[src/rtl/icache_tag_ctrl_if.sv]
// rtl/icache_tag_ctrl_if.sv - fetch/refill/flush handshake bundle for the icache tag controller
interface icache_tag_ctrl_if #(
  parameter int ADDR_WIDTH  = 32,
  parameter int INDEX_WIDTH = 8
) ();
  logic                   req_valid;
  logic [ADDR_WIDTH-1:0]  req_addr;
  logic                   req_ready;
  logic                   resp_valid;
  logic                   resp_hit;
  logic [INDEX_WIDTH-1:0] resp_index;
  logic                   fill_valid;
  logic [ADDR_WIDTH-1:0]  fill_addr;
  logic                   fill_ready;
  logic                   flush_req;
  logic                   busy;

  modport master (
    output req_valid, req_addr, fill_valid, fill_addr, flush_req,
    input  req_ready, resp_valid, resp_hit, resp_index, fill_ready, busy
  );

  modport slave (
    input  req_valid, req_addr, fill_valid, fill_addr, flush_req,
    output req_ready, resp_valid, resp_hit, resp_index, fill_ready, busy
  );
endinterface

[src/rtl/icache_tag_ctrl.sv]
// rtl/icache_tag_ctrl.sv - icache tag RAM controller: clear sweep, fills, hit/miss lookups
// Optional hit/miss statistics counters under `ICACHE_TAG_STATS_EN.
module icache_tag_ctrl #(
  parameter int ADDR_WIDTH   = 32,
  parameter int INDEX_WIDTH  = 8,
  parameter int OFFSET_WIDTH = 4
) (
  input  logic                                        clk,
  input  logic                                        rst_n,
  icache_tag_ctrl_if.slave                            bus,
  output logic [ADDR_WIDTH-INDEX_WIDTH-OFFSET_WIDTH:0] tag_wr_data,
  output logic [INDEX_WIDTH-1:0]                      tag_wr_addr,
  output logic                                        tag_wr_en,
  output logic [INDEX_WIDTH-1:0]                      tag_rd_addr,
  input  logic [ADDR_WIDTH-INDEX_WIDTH-OFFSET_WIDTH:0] tag_rd_data,
  output logic [31:0]                                 hit_cnt,
  output logic [31:0]                                 miss_cnt
);
  localparam int TAG_WIDTH = ADDR_WIDTH - INDEX_WIDTH - OFFSET_WIDTH;

  typedef enum logic [1:0] {ST_RST, ST_CLEAR, ST_RUN} state_t;

  state_t                 state_q, state_d;
  logic [INDEX_WIDTH-1:0] idx_q, idx_d;
  logic [TAG_WIDTH-1:0]   req_tag_q;
  logic [INDEX_WIDTH-1:0] resp_index_q;
  logic                   resp_valid_q;
  logic                   req_ready;
  logic                   fill_ready;
  logic                   flush_fire;
  logic                   lookup_fire;
  logic                   resp_hit;

  logic [INDEX_WIDTH-1:0] req_index, fill_index;
  logic [TAG_WIDTH-1:0]   req_tag, fill_tag;

  assign req_index  = bus.req_addr[OFFSET_WIDTH +: INDEX_WIDTH];
  assign req_tag    = bus.req_addr[ADDR_WIDTH-1 -: TAG_WIDTH];
  assign fill_index = bus.fill_addr[OFFSET_WIDTH +: INDEX_WIDTH];
  assign fill_tag   = bus.fill_addr[ADDR_WIDTH-1 -: TAG_WIDTH];

  // Byte-offset bits never matter to the tag store.
  logic unused_offset_bits;
  assign unused_offset_bits = &{1'b0, bus.req_addr[OFFSET_WIDTH-1:0], bus.fill_addr[OFFSET_WIDTH-1:0]};

  assign flush_fire  = (state_q == ST_RUN) && bus.flush_req;
  assign lookup_fire = bus.req_valid && req_ready;
  assign tag_rd_addr = req_index;

  always_comb begin
    state_d     = state_q;
    idx_d       = idx_q;
    tag_wr_en   = 1'b0;
    tag_wr_addr = '0;
    tag_wr_data = '0;
    fill_ready  = 1'b0;
    req_ready   = 1'b0;
    case (state_q)
      ST_RST: begin
        state_d = ST_CLEAR;
        idx_d   = '0;
      end
      ST_CLEAR: begin
        tag_wr_en   = 1'b1;
        tag_wr_addr = idx_q;
        idx_d       = idx_q + 1'b1;
        if (idx_q == {INDEX_WIDTH{1'b1}}) begin
          state_d = ST_RUN;
        end
      end
      ST_RUN: begin
        if (flush_fire) begin
          state_d = ST_CLEAR;
          idx_d   = '0;
        end else begin
          // Fill takes the cycle, so a read never collides with a write.
          fill_ready = 1'b1;
          req_ready  = !bus.fill_valid;
          if (bus.fill_valid) begin
            tag_wr_en   = 1'b1;
            tag_wr_addr = fill_index;
            tag_wr_data = {1'b1, fill_tag};
          end
        end
      end
      default: state_d = ST_RST;
    endcase
  end

  always_ff @(posedge clk) begin
    if (!rst_n) begin
      state_q      <= ST_RST;
      idx_q        <= '0;
      resp_valid_q <= 1'b0;
      resp_index_q <= '0;
      req_tag_q    <= '0;
    end else begin
      state_q      <= state_d;
      idx_q        <= idx_d;
      resp_valid_q <= lookup_fire;
      if (lookup_fire) begin
        req_tag_q    <= req_tag;
        resp_index_q <= req_index;
      end
    end
  end

  // RAM has no output register, so the compare runs on the raw read data.
  assign resp_hit = resp_valid_q && tag_rd_data[TAG_WIDTH] &&
                    (tag_rd_data[TAG_WIDTH-1:0] == req_tag_q);

  assign bus.req_ready  = req_ready;
  assign bus.fill_ready = fill_ready;
  assign bus.resp_valid = resp_valid_q;
  assign bus.resp_hit   = resp_hit;
  assign bus.resp_index = resp_index_q;
  assign bus.busy       = (state_q != ST_RUN);

`ifdef ICACHE_TAG_STATS_EN
  logic [31:0] hit_cnt_q, miss_cnt_q;

  always_ff @(posedge clk) begin
    if (!rst_n || flush_fire) begin
      hit_cnt_q  <= '0;
      miss_cnt_q <= '0;
    end else begin
      if (resp_valid_q && resp_hit && (hit_cnt_q != 32'hFFFF_FFFF)) begin
        hit_cnt_q <= hit_cnt_q + 32'd1;
      end
      if (resp_valid_q && !resp_hit && (miss_cnt_q != 32'hFFFF_FFFF)) begin
        miss_cnt_q <= miss_cnt_q + 32'd1;
      end
    end
  end

  assign hit_cnt  = hit_cnt_q;
  assign miss_cnt = miss_cnt_q;
`else
  assign hit_cnt  = '0;
  assign miss_cnt = '0;
`endif

endmodule

[src/flat_wrapper.sv]
// flat-port wrapper written by rule: the top's interface ports become plain ports
module icache_tag_ctrl_flat 
#(
  parameter int ADDR_WIDTH   = 32,
  parameter int INDEX_WIDTH  = 8,
  parameter int OFFSET_WIDTH = 4
)
  (clk, rst_n, tag_wr_data, tag_wr_addr, tag_wr_en, tag_rd_addr, tag_rd_data, hit_cnt, miss_cnt, bus_req_valid, bus_req_addr, bus_fill_valid, bus_fill_addr, bus_flush_req, bus_req_ready, bus_resp_valid, bus_resp_hit, bus_resp_index, bus_fill_ready, bus_busy);
  icache_tag_ctrl_if #(.ADDR_WIDTH(ADDR_WIDTH), .INDEX_WIDTH(INDEX_WIDTH)) bus_i ();
  input  logic clk;
  input  logic rst_n;
  output logic [ADDR_WIDTH-INDEX_WIDTH-OFFSET_WIDTH:0] tag_wr_data;
  output logic [INDEX_WIDTH-1:0] tag_wr_addr;
  output logic tag_wr_en;
  output logic [INDEX_WIDTH-1:0] tag_rd_addr;
  input  logic [ADDR_WIDTH-INDEX_WIDTH-OFFSET_WIDTH:0] tag_rd_data;
  output logic [31:0] hit_cnt;
  output logic [31:0] miss_cnt;
  input wire logic [$bits(bus_i.req_valid)-1:0] bus_req_valid;
  input wire logic [$bits(bus_i.req_addr)-1:0] bus_req_addr;
  input wire logic [$bits(bus_i.fill_valid)-1:0] bus_fill_valid;
  input wire logic [$bits(bus_i.fill_addr)-1:0] bus_fill_addr;
  input wire logic [$bits(bus_i.flush_req)-1:0] bus_flush_req;
  output wire logic [$bits(bus_i.req_ready)-1:0] bus_req_ready;
  output wire logic [$bits(bus_i.resp_valid)-1:0] bus_resp_valid;
  output wire logic [$bits(bus_i.resp_hit)-1:0] bus_resp_hit;
  output wire logic [$bits(bus_i.resp_index)-1:0] bus_resp_index;
  output wire logic [$bits(bus_i.fill_ready)-1:0] bus_fill_ready;
  output wire logic [$bits(bus_i.busy)-1:0] bus_busy;
  assign bus_i.req_valid = bus_req_valid;
  assign bus_i.req_addr = bus_req_addr;
  assign bus_i.fill_valid = bus_fill_valid;
  assign bus_i.fill_addr = bus_fill_addr;
  assign bus_i.flush_req = bus_flush_req;
  assign bus_req_ready = bus_i.req_ready;
  assign bus_resp_valid = bus_i.resp_valid;
  assign bus_resp_hit = bus_i.resp_hit;
  assign bus_resp_index = bus_i.resp_index;
  assign bus_fill_ready = bus_i.fill_ready;
  assign bus_busy = bus_i.busy;
  icache_tag_ctrl #(.ADDR_WIDTH(ADDR_WIDTH), .INDEX_WIDTH(INDEX_WIDTH), .OFFSET_WIDTH(OFFSET_WIDTH)) u_core (.clk(clk), .rst_n(rst_n), .bus(bus_i), .tag_wr_data(tag_wr_data), .tag_wr_addr(tag_wr_addr), .tag_wr_en(tag_wr_en), .tag_rd_addr(tag_rd_addr), .tag_rd_data(tag_rd_data), .hit_cnt(hit_cnt), .miss_cnt(miss_cnt));
endmodule
[config.mk]
export PLATFORM = sky130hd
export DESIGN_NAME = icache_tag_ctrl_flat
export DESIGN_NICKNAME = d
export VERILOG_FILES = /design/src/rtl/icache_tag_ctrl_if.sv /design/src/rtl/icache_tag_ctrl.sv /design/src/flat_wrapper.sv
export SDC_FILE = /design/constraint.sdc
export NUM_CORES = 1
export LEC_CHECK = 0
export CAP_MARGIN = 20
export CORE_MARGIN = 4
export CORE_UTILIZATION = 34
export DETAILED_ROUTE_END_ITERATION = 16
export PLACE_DENSITY = 0.82
export SLEW_MARGIN = 20
export SYNTH_ARGS = -nofsm -noshare
export SYNTH_HDL_FRONTEND = slang
export SYNTH_SLANG_ARGS = --single-unit
[constraint.sdc]
create_clock -name clk -period 2.1 [get_ports clk]
set_clock_uncertainty 0.2 [all_clocks]
set_input_delay 0.42 -clock clk [delete_from_list [all_inputs] [get_ports clk]]
set_output_delay 0.42 -clock clk [all_outputs]
set_load 0.01 [all_outputs]
== After elaboration in Yosys (flattened, before gate mapping) ==
Index checks and enable logic that the tools add are counted.

* Register bits after elaboration: 39
* Input bits: 90

* Reductions and logical operators: 9
* Equality and inequality tests: 7
* $add $sub $neg: 1
* Mux-type cells: 18

{| class="wikitable"
|+ Operators by type and width
! operator !! number
|-
| 21-bit two-way mux || 3
|-
| 8-bit two-way mux || 3
|-
| 8-bit one-hot mux with 3 select lines || 1
|-
| 20-bit == test || 1
|-
| 8-bit one-hot mux with 2 select lines || 1
|-
| 8-bit by 1-bit adder with 8-bit output (second input constant) || 1
|-
| 8-bit == test (second input constant) || 1
|-
| 1-bit two-way mux || 6
|-
| 2-bit one-hot mux with 3 select lines || 1
|-
| 1-bit logical AND || 4
|-
| 2-bit two-way mux || 2
|-
| 2-bit by 1-bit inequality test with 1-bit output (second input constant) || 2
|-
| 2-bit AND reduction || 2
|-
| 3-bit nonzero test || 1
|-
| 2-bit by 1-bit == test with 1-bit output (second input constant) || 1
|-
| 2-bit == test (second input constant) || 1
|-
| 2-bit logical NOT || 1
|-
| 2-bit inequality test (second input constant) || 1
|-
| 1-bit one-hot mux with 2 select lines || 1
|-
| 1-bit logical NOT || 1
|}

== Depth between registers and ports, before layout ==
* Depth in word-level cells: 5
* Mapped depth: 8
* Depth with buffers taken out: 6

== Worst setup path after synthesis ==
Ideal clock, no wire load.

* Kind: register to output
* Start: reg u_core.state_q[0]
* End: out tag_wr_addr[7]
* Arrival: 1436 ps
* Data required time: 1480 ps
* Stages on the path, launching flop included: 8
* Buffers on the path: 1
* Slack: 44 ps
* Cells stage by stage: dfxtp_1 > inv_1 > ha_1 > nor2b_2 > and2_1 > buf_2 > a22oi_1 > nor2b_1

* Word-level cells in the longest chain between the ends: 4

{| class="wikitable"
|+ Ends and longest elaborated chain
! what !! line !! text
|-
| start: declaration || icache_tag_ctrl.sv:23 || <nowiki>state_t state_q, state_d;</nowiki>
|-
| start signal: assignment || icache_tag_ctrl.sv:98 || <nowiki>state_q <= state_d;</nowiki>
|-
| 2-bit == test || icache_tag_ctrl.sv:46, icache_tag_ctrl.sv:58 ||
|-
| 1-bit logical AND || icache_tag_ctrl.sv:46 || <nowiki>assign flush_fire = (state_q == ST_RUN) && bus.flush_req;</nowiki>
|-
| 8-bit two-way mux || icache_tag_ctrl.sv:72 || <nowiki>if (flush_fire) begin</nowiki>
|-
| 8-bit one-hot mux with 2 select lines (*) || icache_tag_ctrl.sv:58 || <nowiki>case (state_q)</nowiki>
|-
| end: declaration || flat_wrapper.sv:13 || <nowiki>output logic [INDEX_WIDTH-1:0] tag_wr_addr;</nowiki>
|}

Every way passes the cells marked *; elsewhere a longest branch is shown, timed or not.

== Worst setup path after layout ==
* Start: in tag_rd_data[9]
* End: out bus_resp_hit

* Word-level cells in the longest chain between the ends: 2

{| class="wikitable"
|+ Ends and longest elaborated chain
! what !! line !! text
|-
| start: declaration || flat_wrapper.sv:16 || <nowiki>input logic [ADDR_WIDTH-INDEX_WIDTH-OFFSET_WIDTH:0] tag_rd_data;</nowiki>
|-
| 20-bit == test || icache_tag_ctrl.sv:110 || <nowiki>(tag_rd_data[TAG_WIDTH-1:0] == req_tag_q);</nowiki>
|-
| 1-bit logical AND || icache_tag_ctrl.sv:109 || <nowiki>assign resp_hit = resp_valid_q && tag_rd_data[TAG_WIDTH] &&</nowiki>
|-
| end: declaration || flat_wrapper.sv:26 || <nowiki>output wire logic [$bits(bus_i.resp_hit)-1:0] bus_resp_hit;</nowiki>
|}

No other way between the ends.

==> results by group <==
Power
  • Flop pwr share: 0.470
  • Pwr Density: 382 nW/um^2
  • Sw Share: 0.264
  • P_sw: 0.421 mW
  • Comb power frac: 0.225
  • Int Power: 1.18 mW
  • Pwr Total: 1.60 mW
  • Leak Pwr: 1.64 nW
  • Clk pwr share: 0.305
  • VDD IR max: 241 uV

Cells and area
  • Share of layout cells above drive strength 1: 0.230
  • Fin util: 0.567
  • Total Nets Final: 563
  • Non-filler cells, final: 568
  • Synth-to-layout area growth: 58.9%
  • FF+latch area: 786 sq um
  • Filler instances: 636
  • N_diodes: 0
  • Area occupied by multi-input gates: 1640 sq um

Die
  • Die Wd: 95.9 um
  • Initial core utilization: 0.357
  • Row count: 31
  • Core area: 7370 sq um
  • I/O pin count: 205
  • Die area: 9200 sq um
  • Die Ht: 95.9 um

Global route
  • Pin count of the biggest net entering global routing: 30
  • First-pass GRT wire length: 11700 um
  • Vias in the first global route: 2503
  • Antenna violations before repair: 0
  • GRT Residual Overflow: 0
  • Total GRT Usage: 0.160

Critical path
  • Worst Setup EP: bus_resp_hit
  • Req. time, crit path: 1.48 ns
  • Setup CP Type: in -> out
  • CP Depth: 5
  • Top delay family on crit path: buffers and inverters
  • Slowest cell on crit path: clkdlybuf4s50_1
  • Reg2Reg Setup Slack: 0.10 ns
  • Reg2reg path depth: 10
  • RR Endpoint: u_core.idx_q[4]
  • CP bufs+invs: 2
  • Worst R2R Start: u_core.state_q[0]
  • Critical path fanouts, max: 1
  • Slowest cell delay on critical path: 0.47 ns
  • Crit. End Element: output port
  • CP Launch Type: primary input
  • Worst setup path start: tag_rd_data[9]
  • Arrival time worst endpoint: 1.64 ns
  • Cell Chain, Critical Path: clkdlybuf4s50_1, xnor2_1, nand4_1, nor4_1, buf_2

Yosys
  • Mapped Avg Cell Area: 7.97 sq um
  • Register bit total from synthesis: 39
  • Register area share after synthesis: 0.297
  • Mapped Area: 2630 sq um
  • Mapped Cells: 330
  • Post-synth cell types: 33
  • Synth warn: 0

Drt
  • Routed via count: 2498
  • Post-Route WL: 7870 um
  • WL/cell: 13.9 um
  • Remaining antenna violation count: 0
  • Detailed Routing Iterations Pass 1: 4
  • Initial DRC Count: 28
  • DRC errors left: 0
  • Vias per inst: 4.40

STA
  • Final worst-path cycle share: 1.08
  • Post-route setup slack: -0.165 ns
  • Slew @ Worst Pin: 0.594 ns
  • Unrepaired setup endpoints after global routing: true
  • Max Clock Freq: 442 MHz
  • Min cycle time layout: 2.26 ns
  • Final Hold Viols: 0
  • Slew headroom: 0.604
  • Final setup violation count: 30
  • Fin. max-slew vios: 0

Place
  • Pre-CTS setup slack: -0.898 ns
  • IO Port Bufs: 132
  • Placed Cells incl. Taps: 551
  • Post-DP HPWL: 5800 um
  • Placer Congestion: 0.716

Clock network
  • Reg clk slew, reported paths: 0.07 ns
  • Hold_buf cts: 0
  • H-Tree Depth: 2
  • CTS tree: yes
  • Clk_lat worst skew: 0.29 ns
  • Clock sink count: 39
  • Num CTS Buffers: 5
  • Root Buffer: clkbuf_8
  • Clock tree buffer depth: 2

Outcome
  • Status: complete, but fails checks
  • Violated checks: negative setup slack

Min path
  • Hold WC Path Type: reg -> reg

Job
  • Max_cap viols: 0
-- what timing repair did --
item                                    in CTS  in global routing
gates resized for setup                    201                 18
setup buffers                                3                  4
endpoints found under the setup margin      35                 34
pin swaps                                   23                 10
gates cloned                                 4                  0
-- kinds of logic after synthesis --
kind of cell,synth area share
and+or+nand+nor,0.242
buffers and inverters,0.249
AOI/OAI and AO/OA,0.0966
DFF,0.297
xor gates and xnor gates,0.0900
adders and majority gates,0.0238
other,0.00143
-- worst min-delay path by stage --
stage / start / endpoint / slack [ns] / depth (start not counted)
final: u_core.bus.resp_index[2] / u_core.bus.resp_index[2] / 0.26 / 2
after global routing: u_core.bus.resp_index[6] / u_core.bus.resp_index[6] / 0.28 / 2
after CTS: u_core.bus.resp_index[2] / u_core.bus.resp_index[2] / 0.26 / 2
after detailed placement: u_core.bus.resp_index[2] / u_core.bus.resp_index[2] / 0.25 / 2
after global placement: u_core.bus.resp_index[3] / u_core.bus.resp_index[3] / 0.24 / 2
after floorplan: u_core.req_tag_q[11] / u_core.req_tag_q[11] / 0.25 / 2
-- synth_stat cells --
cell / number / share of area
nor4b_1: 1 / 0.0033
xor2_1: 8 / 0.027
inv_1: 4 / 0.0057
ha_1: 5 / 0.024
xnor2_1: 19 / 0.063
nor2b_2: 1 / 0.0033
o31ai_1: 1 / 0.0029
buf_6: 4 / 0.017
o21ai_0: 3 / 0.0057
clkbuf_1: 8 / 0.011
o21a_1: 1 / 0.0029
nand3_1: 4 / 0.0076
o21ai_1: 1 / 0.0019
nor4_1: 3 / 0.0071
a21oi_1: 30 / 0.057
nor3b_4: 1 / 0.0071
nand2_1: 59 / 0.084
a221oi_1: 1 / 0.0033
buf_4: 72 / 0.21
and3_1: 20 / 0.048
dfxtp_1: 39 / 0.30
clkbuf_2: 1 / 0.0019
buf_2: 4 / 0.0076
a22oi_1: 8 / 0.023
and2_1: 2 / 0.0048
conb_1: 1 / 0.0014
nor4_4: 3 / 0.024
nor3_1: 1 / 0.0019
nor3b_1: 1 / 0.0029
nand4_1: 5 / 0.012
nor2b_1: 8 / 0.019
or3_1: 1 / 0.0024
nor2_1: 10 / 0.014
-- layout make-up --
| type | count | area share |
|---|---|---|
| Timing Repair Buffer | 156 | 0.368 |
| Tap cell | 99 | 0.0297 |
| Clock buffer | 7 | 0.0183 |
| Sequential cell | 39 | 0.188 |
| Clock inverter | 1 | 0.00120 |
| Inverter | 4 | 0.00359 |
| Multi-Input combinational cell | 262 | 0.392 |
-- power groups by stage --
stage                     sequential (mW)  clock, mW  combinational (mW)
after floorplan                     0.766          0               0.223
after global placement              0.765          0               0.330
after detailed placement            0.766          0               0.336
after CTS                           0.750      0.505               0.344
after global routing                0.751      0.532               0.390
final                               0.750      0.487               0.359
-- metrics by stage --
| stage | instance area [sq um] | TNS, ns | hold slack, ns |
|---|---|---|---|
| detailed placement | 3840 | -22.26 | 0.245 |
| global route | 4180 | -5.82 | 0.277 |
| global placement | 3840 | -20.98 | 0.244 |
| finish | 4180 | -3.55 | 0.257 |
| floorplan | 2870 | 0 | 0.248 |
| CTS | 4090 | -2.03 | 0.256 |
-- state kept, by name, indices dropped and copies added, names as in the netlist --
name and count:
u_core.bus.resp_valid 1, u_core.state_q 2, u_core.req_tag_q 20, u_core.bus.resp_index 8, u_core.idx_q 8
-- routing by layer --
metal | global-route usage | vias to the layer above | part of all wire
met5 | 0 | - | 0
met2 | 0.316 | 120 | 0.53
met1 | 0.165 | 1146 | 0.36
met3 | 0.0469 | 7 | 0.098
li1 | - | 1225 | -
met4 | 0.0355 | 0 | 0.010
-- worst min-delay path, delay by kind of cell, from the launching register on --
| family | cells | cell delay, ns |
|---|---|---|
| and+or+nand+nor | 1 | 0.05 |
| AOI/OAI and AO/OA | 1 | 0.05 |
| DFF | 1 | 0.31 |
-- placed cells by master (no fill, tap or decap), types with 2 or more instances in the layout --
master	n
nor4_2	2
buf_6	23
dlygate4sd2_1	9
buf_4	14
clkbuf_8	5
xnor2_1	19
dfxtp_1	35
ha_4	2
conb_1	64
nand3_1	4
dfxtp_2	4
nor2_1	10
and3_4	19
a22oi_2	8
xor2_1	8
ha_1	2
buf_12	4
nor4_4	3
a21oi_1	30
nand4_1	5
clkbuf_1	2
and2_4	2
clkdlybuf4s15_1	3
nand2_1	59
inv_1	3
clkdlybuf4s50_1	86
o21ai_0	3
nor2b_1	8
buf_2	13
Note: power is estimated with default switching activity, not from simulation.
